### config.mk
export PLATFORM = sky130hd
export DESIGN_NAME = bram_arbiter
export DESIGN_NICKNAME = d
export VERILOG_FILES = /design/src/rtl/bram_arb_pkg.sv /design/src/rtl/bram_arbiter_rr_picker.sv /design/src/rtl/bram_arbiter.sv
export SDC_FILE = /design/constraint.sdc
export NUM_CORES = 1
export LEC_CHECK = 0
export BUFFER_PORTS_ARGS = -buffer_cell sky130_fd_sc_hd__buf_2
export CAP_MARGIN = 20
export CELL_PAD_IN_SITES_DETAIL_PLACEMENT = 1
export CELL_PAD_IN_SITES_GLOBAL_PLACEMENT = 2
export CORE_AREA = 2 2 512 514
export DETAILED_ROUTE_END_ITERATION = 8
export DIE_AREA = 0 0 514 516
export PLACE_DENSITY_LB_ADDON = 0.15
export SLEW_MARGIN = 10
export SYNTH_ARGS = -nofsm -noshare
export SYNTH_HDL_FRONTEND = slang
export SYNTH_SLANG_ARGS = --single-unit
export TNS_END_PERCENT = 20
### constraint.sdc
create_clock -name clk_in -period 24 [get_ports clk_in]
set_clock_uncertainty 0.05 [all_clocks]
set_input_delay 3.6 -clock clk_in [delete_from_list [all_inputs] [get_ports clk_in]]
set_output_delay 3.6 -clock clk_in [all_outputs]
set_load 0.03 [all_outputs]
### src/rtl/bram_arb_pkg.sv
// bram_arb_pkg: shared state encoding and default wide-word geometry for the BRAM arbiter
package bram_arb_pkg;
  typedef enum logic [1:0] {IDLE, ISSUE, WAIT} arb_state_t;
  localparam int DEF_ADDR_SIZE = 5;
  localparam int DEF_WIDTH = 256;
endpackage

### src/rtl/bram_arbiter_rr_picker.sv
// rr_picker: first eligible requester at or above rr_ptr, wrapping to 0
module rr_picker #(
  parameter int NUM_REQ = 2,
  parameter int IW = 1
) (
  input  logic [NUM_REQ-1:0] eligible,
  input  logic [IW-1:0]      rr_ptr,
  output logic [IW-1:0]      grant,
  output logic               valid
);
  logic [2*NUM_REQ-1:0] dbl;
  logic [NUM_REQ-1:0] rot;
  logic [IW-1:0] off;
  logic [IW:0] sum;
  assign dbl = {eligible, eligible} >> rr_ptr;
  assign rot = dbl[NUM_REQ-1:0];
  assign valid = |rot;
  // lowest set bit of the rotated mask is the offset from rr_ptr
  always_comb begin
    off = '0;
    for (int k = NUM_REQ - 1; k >= 0; k--)
      if (rot[k]) off = IW'(k);
  end
  assign sum = {1'b0, rr_ptr} + {1'b0, off};
  assign grant = sum >= (IW+1)'(NUM_REQ) ? IW'(sum - (IW+1)'(NUM_REQ)) : sum[IW-1:0];
endmodule

### src/rtl/bram_arbiter.sv
// bram_arbiter: round-robin sharing of one bram_wrapper with single-cycle enables and a watchdog
module bram_arbiter
  import bram_arb_pkg::*;
#(
  parameter int NUM_REQ = 2,
  parameter int ADDR_SIZE = DEF_ADDR_SIZE,
  parameter int WIDTH = DEF_WIDTH,
  parameter int TIMEOUT_CYCLES = 64
) (
  input  logic                         clk_in,
  input  logic                         rst_in,
  input  logic [NUM_REQ-1:0]           req_in,
  input  logic [NUM_REQ-1:0]           req_we_in,
  input  logic [NUM_REQ*ADDR_SIZE-1:0] req_addr_in,
  input  logic [NUM_REQ*WIDTH-1:0]     req_data_in,
  output logic [NUM_REQ-1:0]           done_out,
  output logic [WIDTH-1:0]             rd_data_out,
  output logic                         busy_out,
  output logic                         error_out,
  output logic [ADDR_SIZE-1:0]         addr_in,
  output logic [WIDTH-1:0]             data_in,
  output logic                         write_enable,
  output logic                         read_enable,
  input  logic [WIDTH-1:0]             data_out,
  input  logic                         finished_out
);
  localparam int IW = NUM_REQ > 1 ? $clog2(NUM_REQ) : 1;
  localparam int WW = $clog2(TIMEOUT_CYCLES + 1);
  arb_state_t state;
  logic [IW-1:0] g, rr_ptr, pick;
  logic pick_valid, we_q;
  logic [WW-1:0] wd_cnt;
  logic [NUM_REQ-1:0] eligible;
  // a requester is masked during its own done cycle so a stale level is not re-granted
  assign eligible = req_in & ~done_out;
  rr_picker #(.NUM_REQ(NUM_REQ), .IW(IW)) u_pick (
    .eligible(eligible),
    .rr_ptr(rr_ptr),
    .grant(pick),
    .valid(pick_valid)
  );
  // grant, issue a one-cycle enable, then wait for the wrapper or the watchdog
  always_ff @(posedge clk_in or posedge rst_in) begin
    if (rst_in) begin
      state <= IDLE;
      done_out <= '0;
      rd_data_out <= '0;
      busy_out <= 1'b0;
      error_out <= 1'b0;
      addr_in <= '0;
      data_in <= '0;
      write_enable <= 1'b0;
      read_enable <= 1'b0;
      rr_ptr <= '0;
      wd_cnt <= '0;
      g <= '0;
      we_q <= 1'b0;
    end else begin
      done_out <= '0;
      case (state)
        IDLE: if (pick_valid) begin
          g <= pick;
          we_q <= req_we_in[pick];
          addr_in <= req_addr_in[pick*ADDR_SIZE +: ADDR_SIZE];
          data_in <= req_data_in[pick*WIDTH +: WIDTH];
          write_enable <= req_we_in[pick];
          read_enable <= ~req_we_in[pick];
          busy_out <= 1'b1;
          state <= ISSUE;
        end
        ISSUE: begin
          write_enable <= 1'b0;
          read_enable <= 1'b0;
          wd_cnt <= '0;
          state <= WAIT;
        end
        WAIT: if (finished_out || wd_cnt == WW'(TIMEOUT_CYCLES - 1)) begin
          if (finished_out && !we_q) rd_data_out <= data_out;
          if (!finished_out) error_out <= 1'b1;
          done_out <= NUM_REQ'(1) << g;
          rr_ptr <= g == IW'(NUM_REQ - 1) ? '0 : g + 1'b1;
          busy_out <= 1'b0;
          state <= IDLE;
        end else wd_cnt <= wd_cnt + 1'b1;
        default: state <= IDLE;
      endcase
    end
  end
endmodule

* Word level (Yosys, flattened, before mapping)
Index checks and enable logic that the tools add are counted.
Storage, ports and cells: flip-flop bits (word level) 535, input port bits 785
Operators by class: add/subtract/negate cells 4, $mul 1, $lt $le $gt $ge 2, equal/unequal tests 6, shift operators 4, mux-type cells 20, bitwise logic cells 4, reductions and logical operators 16
Operator list (number):
- $shiftx 512x10->256 | 1
- $pmux 7 s2 | 1
- $mux 1 | 10
- $reduce_and 2->1 | 5
- $shiftx 10x5->5 | 1
- $reduce_and 3->1 | 3
- $mux 2 | 4
- $add 7x1->7 const B | 1
- $eq 7x6->1 const B | 1
- $mux 7 | 1
- $ne 2x2->1 const B | 3
- $pmux 1 s2 | 3
- $pmux 2 s3 | 1
- $reduce_bool 2->1 | 3
- $mul 1x3->4 const B | 1
- $shr 4x1->2 | 1
- $add 1x1->2 | 1
- $and 2x2->2 | 1
- $eq 2x1->1 const B | 1
- $eq 2x2->1 const B | 1
- $ge 2x2->1 const B | 1
- $logic_not 2->1 | 1
- $lt 1x2->1 const B | 1
- $not 1->1 | 2
- other kinds (8) | 8

* Logic depth before layout (Yosys ltp)
depth after elaboration 13, depth in mapped cells 8, mapped depth without buffers 5

* Modules after synthesis
A second synthesis with hierarchy kept.
Unflattened totals: cells, all modules 1756, area, all modules 23301.1 µm²
By module, submodules not included:
- bram_arbiter | times used 1, cells an instance 1752, area each 23282.3 µm², sequential area each 13387.8 µm²
- rr_picker | times used 1, cells an instance 4, area each 18.8 µm², sequential area each 0.0 µm²

* Worst setup path before layout
No wires, ideal clock.
path type input to register, start input req_in[1], end register data_in[100], library setup time 0.120 ns, data arrival time 4.779 ns, required time 23.830 ns, slack 19.051 ns, cell stages on the path 7, path through nor2b_1 > a2111o_1 > buf_2 > buf_6 > buf_6 > o22ai_1 > nor2_1
Between the ends: longest elaborated chain between the ends 8, elaborated cells between the ends (all ways) 11, classes of those cells add/sub (2); order compare (1); shift (2); mux (3); bitwise (1); reduce/logical (2)
Ends and longest elaborated chain:
- start: declaration | line bram_arbiter.sv:12 | input logic [NUM_REQ-1:0] req_in,
- $and 2x2->2 * | line bram_arbiter.sv:35 | assign eligible = req_in & ~done_out;
- $shr 4x1->2 * | line bram_arbiter_rr_picker.sv:15 | assign dbl = {eligible, eligible} >> rr_ptr;
- $mux 1 (2 in series) | line bram_arbiter_rr_picker.sv:22 | if (rot[k]) off = IW'(k);
- $add 1x1->2 | line bram_arbiter_rr_picker.sv:24 | assign sum = {1'b0, rr_ptr} + {1'b0, off};
- $ge 2x2->1 / $sub 1x1->1 (equally long branches) | line bram_arbiter_rr_picker.sv:25 | assign grant = sum >= (IW+1)'(NUM_REQ) ? IW'(sum - (IW+1)'(NUM_REQ)) : sum[IW-1:0];
- $mux 1 | line bram_arbiter_rr_picker.sv:25
- $shiftx 512x10->256 | line bram_arbiter.sv:65 | data_in <= req_data_in[pick*WIDTH +: WIDTH];
- end signal: assignment | line bram_arbiter.sv:65
- end: declaration | line bram_arbiter.sv:21 | output logic [WIDTH-1:0] data_in,
Every way passes the cells marked *; elsewhere a longest branch is shown, timed or not. A chain may end at the register's enable or synchronous reset.

* Final worst setup path
start input req_in[1], end register data_in[63]
The elaborated chain is that of the path after synthesis.

==> results.txt <==
Hold WS - 400 ps
Met1 Track Usage GR - 11.3%
Design Area, Final - 0.0343 mm²
Wire per inst - 23.2 µm
Place WS - 16070 ps
Vias in the first global route - 21600
Most area-consuming cells after synthesis - dfrtp_1 64%, mux2_1 12%, nor2_1 9.5%
Setup ws final - 16920 ps
Post-Syn Nets - 2543
Critical path buffer and inverter count - 5
Pin count of the biggest net entering global routing - 113
Syn Inst Count - 1757
Final setup viols - 0
Worst path cell trace - buf_2, nor2b_1, a2111o_2, buf_4, buf_4, buf_4, buf_4, o22ai_1, nor2_1
Fmax - 141 MHz
Post-CTS Setup Inserts - 0
PortBufs - 1307
CTS Buf Count - 83
Slowest cell on crit path - buf_4
CTS resizes - 0
Initial antenna violation count - 144
Outcome - finished clean
1st-pass router iterations - 4
Final core utilization - 13.2%
Boundary pin count - 1308
Slew HR - 37.2%
CP endpoint kind - flip-flop
Setup CP Type - primary input to flip-flop
Commonest non-fill, non-tap cell in the layout - buf_2
Area leader, netlist - dfrtp_1
HPWL after detailed placement - 124000 µm
Slew Limit Fails - 0
Starting Density - 8.12%
Post-synth EDFFs - 0
Register area share after synthesis - 63.6%
Max_cap viols - 0
Arrival time at the worst endpoint - 7650 ps
Req. time, crit path - 24570 ps
Wirelength, routed - 152000 µm
Height of the die - 516 µm
Dpl cell area - 0.0313 mm²
Global-route wire length before repair - 202000 µm
Hold-fix buffers at CTS - 0
Clock root buffer - clkbuf_16
RSZ-0062 raised after global routing - no
Final nets - 3846
Clk buf depth - 3
Power Density - 158 mW/mm²
Layout cells sized above 1 - 47.9%
DRC - 0
Synth cell types - 41
DIE AREA - 0.265 mm²
Worst vdd ir - 0.0506 mV
Routing usage on met3 - 5.98%
H-tree depth - 3
Most frequent cells in the layout - 1307 x buf_2, 535 x dfrtp_1, 531 x nor2_1, 262 x o22ai_1, 230 x mux2_1
Yosys warns - 0
Clk sink count - 535
TritonCTS clock tree - done
Worst-Skew Late Latency - 700 ps
Hold Fails Final Rpt - 0
Area Overhead vs Synth - 63.1%
Final Cycle Share - 29.5%
Async set or reset register ratio after synthesis - 100%
Row count - 187
GRT Resource Usage Total - 11.1%
Vias per std cell - 3.02
CP max FO - 62
Leak pwr - 15.3 nW
FF+latch count, synth - 535
Die extent in x - 514 µm
DR iter-0 viols - 565
Met2 GRT Util - 20.0%
Cell repeated most along the worst path - buf_4
Min-delay worst type - flip-flop to flip-flop
Core Area - 0.259 mm²
Avg Cell Area, Syn - 12.0 µm²
Peak per-stage delay on the critical path - 710 ps
Vias - 19900
Clock transition at path regs - 60 ps
Setup_tns - 0 ps
Share of Yosys cell area claimed by the top area cell type - 63.6%
Worst Max-Slew Pin Slew - 941 ps
Grt ovf - 0
Most used routing layer - met2
Post-route ant nets - 0
Netlist Area Pre-Place - 0.0211 mm²
Main synth FF type - dfrtp_1
Crit path max-delay family - buffers and inverters
Critical path launch point type - primary input
Gpl congestion - 0.796
Min Tclk post-route - 7080 ps
-- cell usage after synthesis, types with 13 or more instances --
library cell and count:
buf_6 35, clkbuf_1 35, buf_4 13, mux2_2 26, o22ai_1 262, buf_2 19, mux2_1 230, dfrtp_1 535
buf_1 15, nor2_1 531
-- area by class of cell --
| type | count | area [µm²] |
|---|---|---|
| antenna | 47 | 118 |
| clock inverter | 27 | 449 |
| tap | 3402 | 4260 |
| fill | 30400 | 225000 |
| sequential | 535 | 13400 |
| inverter | 5 | 26.3 |
| timing repair buffer | 1335 | 6760 |
| clock buffer | 126 | 2450 |
| multi-input combinational | 1100 | 6890 |
-- flip-flops by register name (all words and copies together), names as in the netlist --
signal	count
addr_in	5
busy_out	1
data_in	256
done_out	2
error_out	1
g	1
rd_data_out	256
read_enable	1
rr_ptr	1
state	2
wd_cnt	7
we_q	1
write_enable	1
-- worst paths after layout --
path / end / depth (start not counted) / slack (ps) / from
worst min register to register: error_out / 1 / 400 / error_out
max in group asynchronous: data_in[63] / 6 / 17510 / rst_in
worst max register to register: rd_data_out[238] / 7 / 19150 / state[1]
worst min-delay path: error_out / 1 / 400 / error_out
min in group asynchronous: rd_data_out[132] / 2 / 2960 / rst_in
worst max-delay path: data_in[63] / 9 / 16920 / req_in[1]
-- routing by layer --
metal,part of all wire [%],wire length (µm),vias up
li1,-,-,8837
met1,35,53300,9590
met2,50,76900,1050
met3,12,18500,294
met4,2.2,3300,90
met5,0.36,544,-
-- report_power, final --
part	internal [mW]	leakage, nW	switching (mW)
Sequential	1.35	6.16	0.246
Clock	0.786	1.40	0.514
Combinational	0.690	7.71	1.84
Total	2.83	15.3	2.60
-- through the flow --
step / power, mW / cells
6_report: 5.42 / 6577
3_5_place_dp: 4.24 / 6377
3_3_place_gp: 4.23 / 6377
5_1_grt: 5.81 / 6540
4_1_cts: 5.62 / 6530
2_1_floorplan: 3.15 / 1757
-- cells by family (layout without fill, tap and decap cells) --
kind of cell | count (synthesis) | count (layout) | share of synthesized area (%)
buf+inv | 122 | 1493 | 3.77
compound gates | 288 | 288 | 8.70
other cells | 0 | 47 | 0
flops | 535 | 535 | 63.6
mux | 256 | 256 | 13.7
fa+ha+maj | 1 | 1 | 0.0594
simple gates | 555 | 555 | 10.2
-- worst register-to-register path: cells and delay by family, from the launching register on --
kind,cells,cell delay (ps)
buf+inv,4,2990
flops,1,690
simple gates,2,520
mux,1,500
Power figures use the tool's default switching activity.
